### config.mk
export PLATFORM = sky130hd
export DESIGN_NAME = rand_inject_ctrl
export DESIGN_NICKNAME = d
export VERILOG_FILES = /design/src/rtl/rand_inject_ctrl.sv
export SDC_FILE = /design/constraint.sdc
export NUM_CORES = 1
export LEC_CHECK = 0
export CAP_MARGIN = 20
export CORE_MARGIN = 4
export CORE_UTILIZATION = 53
export CTS_CLUSTER_DIAMETER = 30
export DETAILED_ROUTE_END_ITERATION = 7
export PLACE_DENSITY = 0.87
export SYNTH_ARGS = -nofsm -noshare
export SYNTH_HDL_FRONTEND = slang
export SYNTH_SLANG_ARGS = --single-unit
### constraint.sdc
create_clock -name clk -period 4.4 [get_ports clk]
set_input_delay 0.88 -clock clk [delete_from_list [all_inputs] [get_ports clk]]
set_output_delay 0.88 -clock clk [all_outputs]
set_load 0.005 [all_outputs]
### src/rtl/rand_inject_ctrl.sv
// Random traffic injection controller: an 8-bit Galois LFSR gates packet
// injection against a programmable rate and emits fixed-length packets over valid/ready.
module rand_inject_ctrl #(
    parameter logic [7:0]  SEED      = 8'hFF,
    parameter int unsigned SRC_ID    = 0,
    parameter int unsigned DEST_W    = 4,
    parameter int unsigned PKT_FLITS = 4,
    parameter int unsigned FLIT_W    = 32,
    parameter logic [15:0] MAX_PKTS  = 16'd0
) (
    input  logic              clk,
    input  logic              rst,
    input  logic              start,
    input  logic              stop,
    input  logic [7:0]        rate,
    input  logic              seed_load,
    input  logic [7:0]        seed,
    output logic [FLIT_W-1:0] flit_out,
    output logic              flit_valid,
    input  logic              flit_ready,
    output logic [7:0]        lfsr_out,
    output logic [15:0]       pkt_count,
    output logic              busy,
    output logic              done
);

    typedef enum logic [1:0] {S_IDLE, S_WAIT, S_SEND, S_DONE} state_e;

    localparam logic [7:0]        SEED_V   = (SEED == 8'h00) ? 8'hFF : SEED;
    localparam logic [DEST_W-1:0] SRC_V    = SRC_ID[DEST_W-1:0];
    localparam logic [7:0]        LAST_IDX = 8'(PKT_FLITS - 1);

    state_e             state_q, state_d;
    logic [7:0]         lfsr_q, lfsr_d;
    logic [FLIT_W-1:0]  flit_q, flit_d;
    logic [7:0]         idx_q, idx_d;
    logic [15:0]        count_q, count_d;
    logic               stop_pend_q, stop_pend_d;

    logic               draw;
    logic               accept;
    logic               tailDone;
    logic [15:0]        countInc;
    logic               hitMax;

    function automatic logic [7:0] lfsrStep(input logic [7:0] r);
        lfsrStep = {r[6], r[5] ^ r[7], r[4] ^ r[7], r[3] ^ r[7], r[2], r[1], r[0], r[7]};
    endfunction

    // The node never targets itself, so a self-hit is bumped to the next ID.
    function automatic logic [DEST_W-1:0] destFor(input logic [7:0] l);
        logic [DEST_W-1:0] d;
        d = l[DEST_W-1:0];
        if (d == SRC_V) begin
            d = d + DEST_W'(1);
        end
        destFor = d;
    endfunction

    function automatic logic [FLIT_W-1:0] headFlit(input logic [DEST_W-1:0] d);
        logic [FLIT_W-1:0] f;
        f = '0;
        f[FLIT_W-1 -: 2]      = 2'b01;
        f[DEST_W-1:0]         = d;
        f[2*DEST_W-1 -: DEST_W] = SRC_V;
        headFlit = f;
    endfunction

    function automatic logic [FLIT_W-1:0] bodyFlit(input logic [7:0] i, input logic [7:0] l);
        logic [FLIT_W-1:0] f;
        f = '0;
        f[FLIT_W-1 -: 2] = (i == LAST_IDX) ? 2'b11 : 2'b10;
        f[15:8]          = i;
        f[7:0]           = l;
        bodyFlit = f;
    endfunction

    assign draw     = (lfsr_q < rate);
    assign accept   = (state_q == S_SEND) && flit_ready;
    assign tailDone = accept && (idx_q == LAST_IDX);
    assign countInc = (count_q == 16'hFFFF) ? count_q : count_q + 16'd1;
    assign hitMax   = (MAX_PKTS != 16'd0) && (countInc == MAX_PKTS);

    always_ff @(posedge clk or posedge rst) begin
        if (rst) begin
            state_q <= S_IDLE;
        end else begin
            state_q <= state_d;
        end
    end

    always_comb begin
        state_d = state_q;
        unique case (state_q)
            S_IDLE: begin
                if (stop) begin
                    state_d = S_IDLE;
                end else if (start) begin
                    state_d = S_WAIT;
                end
            end
            S_WAIT: begin
                if (stop) begin
                    state_d = S_IDLE;
                end else if (draw) begin
                    state_d = S_SEND;
                end
            end
            S_SEND: begin
                if (tailDone) begin
                    if (hitMax) begin
                        state_d = S_DONE;
                    end else if (stop || stop_pend_q) begin
                        state_d = S_IDLE;
                    end else begin
                        state_d = S_WAIT;
                    end
                end
            end
            S_DONE: begin
                if (stop) begin
                    state_d = S_IDLE;
                end else if (start) begin
                    state_d = S_WAIT;
                end
            end
            default: state_d = S_IDLE;
        endcase
    end

    always_comb begin
        busy       = (state_q == S_WAIT) || (state_q == S_SEND);
        done       = (state_q == S_DONE);
        flit_valid = (state_q == S_SEND);
    end

    always_ff @(posedge clk or posedge rst) begin
        if (rst) begin
            lfsr_q      <= SEED_V;
            flit_q      <= '0;
            idx_q       <= '0;
            count_q     <= '0;
            stop_pend_q <= 1'b0;
        end else begin
            lfsr_q      <= lfsr_d;
            flit_q      <= flit_d;
            idx_q       <= idx_d;
            count_q     <= count_d;
            stop_pend_q <= stop_pend_d;
        end
    end

    // Body and tail flits capture the LFSR value of the cycle they are loaded in.
    always_comb begin
        lfsr_d      = lfsrStep(lfsr_q);
        flit_d      = flit_q;
        idx_d       = idx_q;
        count_d     = count_q;
        stop_pend_d = stop_pend_q;
        if ((state_q == S_IDLE) && seed_load) begin
            lfsr_d = (seed == 8'h00) ? 8'hFF : seed;
        end
        unique case (state_q)
            S_IDLE, S_DONE: begin
                stop_pend_d = 1'b0;
                if (!stop && start) begin
                    count_d = '0;
                end
            end
            S_WAIT: begin
                if (!stop && draw) begin
                    flit_d      = headFlit(destFor(lfsr_q));
                    idx_d       = '0;
                    stop_pend_d = 1'b0;
                end
            end
            S_SEND: begin
                stop_pend_d = stop_pend_q | stop;
                if (accept) begin
                    if (idx_q == LAST_IDX) begin
                        count_d = countInc;
                    end else begin
                        idx_d  = idx_q + 8'd1;
                        flit_d = bodyFlit(idx_q + 8'd1, lfsr_q);
                    end
                end
            end
            default: begin
                stop_pend_d = 1'b0;
            end
        endcase
    end

    assign flit_out  = flit_q;
    assign lfsr_out  = lfsr_q;
    assign pkt_count = count_q;

endmodule
**Word-level counts from Yosys, hierarchy flattened**

Index checks and enable logic that the tools add are counted.
Widths: inputs -> output; s select.

- Output and inout bits: 59
- Word-level logic and storage cells: 72
- Bits in registers: 67
- Input port bits: 22

- Reduce and logical (&&, ||, !) cells: 17
- Add/sub/neg operators: 3
- Eq/ne operators: 15
- Magnitude comparators: 1
- Muxes and demuxes: 26
- Bitwise logic cells: 4

Operators by type and width:

| operator | count |
|---|---|
| $mux 32 | 3 |
| $mux 16 | 4 |
| $pmux 32 s2 | 1 |
| $mux 8 | 5 |
| $pmux 16 s2 | 1 |
| $add 16x1->16 const B | 1 |
| $eq 16x16->1 const B | 1 |
| $eq 8x2->1 const B | 2 |
| $pmux 8 s2 | 1 |
| $mux 2 | 5 |
| $ne 2x1->1 const B | 5 |
| $add 8x1->8 const B | 1 |
| $logic_not 8->1 | 1 |
| $lt 8x8->1 | 1 |
| $pmux 2 s3 | 1 |
| $logic_and 1x1->1 | 5 |
| $reduce_and 5->1 | 1 |
| $add 4x1->4 const B | 1 |
| $eq 2x2->1 const B | 2 |
| $logic_not 4->1 | 1 |
| $mux 4 | 1 |
| $ne 2x2->1 const B | 2 |
| $reduce_and 4->1 | 1 |
| $reduce_bool 2->1 | 2 |
| 12 further kinds | 17 |

**Logic depth before layout (Yosys ltp)**

- Word-level depth: 6
- Depth in mapped cells: 9
- Depth with buffers taken out: 7

**Least setup slack after synthesis**

OpenSTA, ideal clock, no wires.

- Path type: input to register
- Start: input rate[6]
- End: register flit_q[0] (netlist: flit_out[0])
- Buffers on the path: 0
- Data required time: 4.275 ns
- Stages: 7
- Path slack: 1.514 ns
- Arrival time: 2.761 ns
- Library setup time: 0.125 ns
- Cell sequence: inv_1 ha_1 and3_1 a221oi_1 o221ai_1 a21oi_2 mux2_2

- Word-level cells in the longest chain between the ends: 4

Ends and longest elaborated chain:

| element | RTL line | RTL |
|---|---|---|
| start, declared | 15 | `input logic [7:0] rate,` |
| $lt 8x8->1 | 78 | `assign draw = (lfsr_q < rate);` |
| $logic_and 1x1->1 | 171 | `if (!stop && draw) begin` |
| $ne 2x1->1 (no line) | - |  |
| $reduce_and 4->1 (no line) | - |  |
| end signal, assigned | 146 | `flit_q <= flit_d;` |
| end, declared | 35 | `logic [FLIT_W-1:0] flit_q, flit_d;` |

Every way passes these cells.
A chain may end at the register's enable or synchronous reset.

**Final worst setup path**

- Start: input rate[4]
- End: register flit_q[30] (netlist: flit_out[30])

The elaborated chain is that of the path after synthesis.

==> results.yml <==
floorplanning:
  num_rows: 27
  die_w_um: 83.3
  ios: 81
  die_h_um: 83.3
  start_util_pct: 54.5
  core_area_um2: 5510
  dieArea_um2: 6930
sta:
  fmax_mhz: 297
  fin_crit_ns: 3.36
  fin_tns_setup_ns: 0
  final-setup-viol-count: 0
  slew_violations: 0
  whs_ns: 0.519
  min_period_over_period_pct: 76.4
  worst_slack_ns: 1.04
  relSlewSlack_pct: 35.0
  finalHoldViolCount: 0
  worstMarginPinSlew_ns: 0.963
  finClkSkew_ns: 0.00553
  grt_setup_unrepaired: "no"
logic_synthesis:
  synth_cell_type_count: 56
  synth_ff_type: "dfrtp_1"
  synth.cell_area_um2: 3000
  ys_ff_latch: 45
  seq_area_frac_synth_pct: 37.8
  yosys_warnings: 0
  synth_cells: 333
  synthArstFlopShare_pct: 100
  synth_edf_count: 0
  syn_area_per_cell_um2: 9.01
grt:
  antenna_found_initial: 0
  grt_util_all_layers_pct: 21.3
  grt_pass1_wl_mm: 12.4
  grt_pass1_vias: 2716
  grt_max_degree: 46
  grt.overflow.total: 0
drt:
  vias: 2750
  first_iter_violations: 156
  drc: 0
  ant_nets: 0
  wl_per_cell_um: 15.4
  drtPass1Iterations: 4
  wirelength_mm: 7.21
  viasPerCell: 5.86
pwr:
  clock_power_share_pct: 16.0
  power.sequential.fraction_pct: 39.8
  comb_power_share_pct: 44.1
  internal-power_uw: 1010
  p_sw_uw: 594
  p_leak_uw: 0.00159
  swShare_pct: 37.1
  p_per_area_nw_per_um2: 429
  ir_drop_mv: 0.297
critical_path:
  arrival_ns: 3.56
  startpoint: "rate[4]"
  cp-start-kind: "input port"
  critPathKind: "in -> reg"
  crit_path_end_kind: "flop"
  r2r-start: "state_q[0]$_DFFE_PP0P_"
  cp.required_ns: 4.60
  crit_fanout: 8
clock_tree:
  cts_tree: "built"
  clkTransAtPathRegs_ns: 0.09
  numCtsBuffers: 5
  post_cts_hold_buffer_count: 0
  post_cts_buffers: 0
  cts_resized: 0
  clock_latency_ns: 0.30
  clk_path_buf_depth: 2
  clock-sinks: 45
  cts-root-buf: "clkbuf_8"
  cts-htree-levels: 2
finish:
  area_growth_pct: 24.3
  layout_commonest_cell: "clkdlybuf4s50_1"
  fin_cells: 469
  nets: 434
  drive_gt1_share_pct: 7.05
  antenna_cells: 0
  mostFrequentLayoutCells: "clkdlybuf4s50_1, dfrtp_1, nand2_1"
hold_path:
  min_path_type: "reg -> reg"
  min_from: "flit_out[3]$_DFFE_PP0P_"
place:
  dp_hpwl_mm: 5.42
  post-place-cells: 461
  dp_slack_ns: 0.732
  gp_congestion: 0.849
  port_buffers: 66
status:
  status: "finished clean"
job:
  maxCapViolCount: 0
[cell usage after synthesis (5+ instances only)]
cell	n	area, µm²
nand2b_1	8	50.1
dfrtp_1	37	926
ha_1	16	200
a21oi_1	17	85.1
nor3_1	6	30.0
nor2_1	22	82.6
and3_1	8	50.1
or4_1	8	60.1
nand2_1	32	120
dfstp_2	8	210
inv_1	22	82.6
o21ai_0	16	80.1
a22o_1	5	43.8
buf_4	14	105
nor4_1	6	37.5
xnor2_1	5	43.8
clkbuf_1	6	22.5
mux2i_1	7	70.1
nand3_1	13	65.1
o31ai_1	5	37.5
[registers in the layout, indices dropped and copies added, names as in the netlist]
register / count
pkt_count: 16
state_q: 2
idx_q: 7
lfsr_out: 8
stop_pend_q: 1
flit_out: 11
[per-layer routing]
layer	share of wire, %	routed length (µm)	GRT usage [%]
met1	42	3020	26.3
met5	0	0	0
met2	49	3550	35.3
met4	0.86	62	7.28
met3	8.0	580	6.45
[critical path, cell delays in order]
cell and delay [ns]:
clkdlybuf4s50_1 0.46, inv_1 0.04, ha_1 0.33, a21o_1 0.20, a221oi_1 0.51, o221ai_1 0.35
a21oi_2 0.40, mux2_2 0.38
[cell type report]
class / instances / area [µm²]
clock buffers: 6 / 72.6
repair buffers: 67 / 668
flip-flops and latches: 45 / 1140
well taps: 72 / 90.1
clock inverters: 2 / 15.0
fillers: 447 / 1780
inverters: 22 / 82.6
multi-input cells: 255 / 1670
[power by group through the flow]
stage	clock network [µW]	registers (µW)	logic (µW)
final	257	638	707
after CTS	267	639	710
after detailed placement	0	644	706
after global placement	0	643	682
after floorplan	0	619	428
after global routing	281	655	787
[kinds of logic after synthesis]
kind of cell	synth area share (%)
mux	3.83
other cells	0.125
buf+inv	8.25
fa+ha+maj	6.67
compound gates	18.1
flops	37.8
xor+xnor	1.46
simple gates	23.7
[worst paths after layout]
path                                        endpoint  slack [ns]  depth (start not counted)
hold reg to reg              flit_out[3]$_DFFE_PP0P_        0.52                          1
setup / recovery            flit_out[30]$_DFFE_PP0P_        1.04                          8
setup reg to reg           pkt_count[13]$_DFFE_PP0P_        1.41                          7
hold / removal               flit_out[3]$_DFFE_PP0P_        0.52                          1
max in group asynchronous      lfsr_out[0]$_DFF_PP1_        2.99                          3
min in group asynchronous   pkt_count[5]$_DFFE_PP0P_        1.02                          3
[through the flow]
stage | power [µW] | cell area [µm²] | utilization [%]
4_1_cts | 1620 | 3730 | 67.8
6_report | 1600 | 3730 | 67.8
5_1_grt | 1720 | 3730 | 67.8
3_3_place_gp | 1320 | 3640 | 66.2
2_1_floorplan | 1050 | 3050 | -
3_5_place_dp | 1350 | 3640 | 66.2
Power figures use the tool's default switching activity.
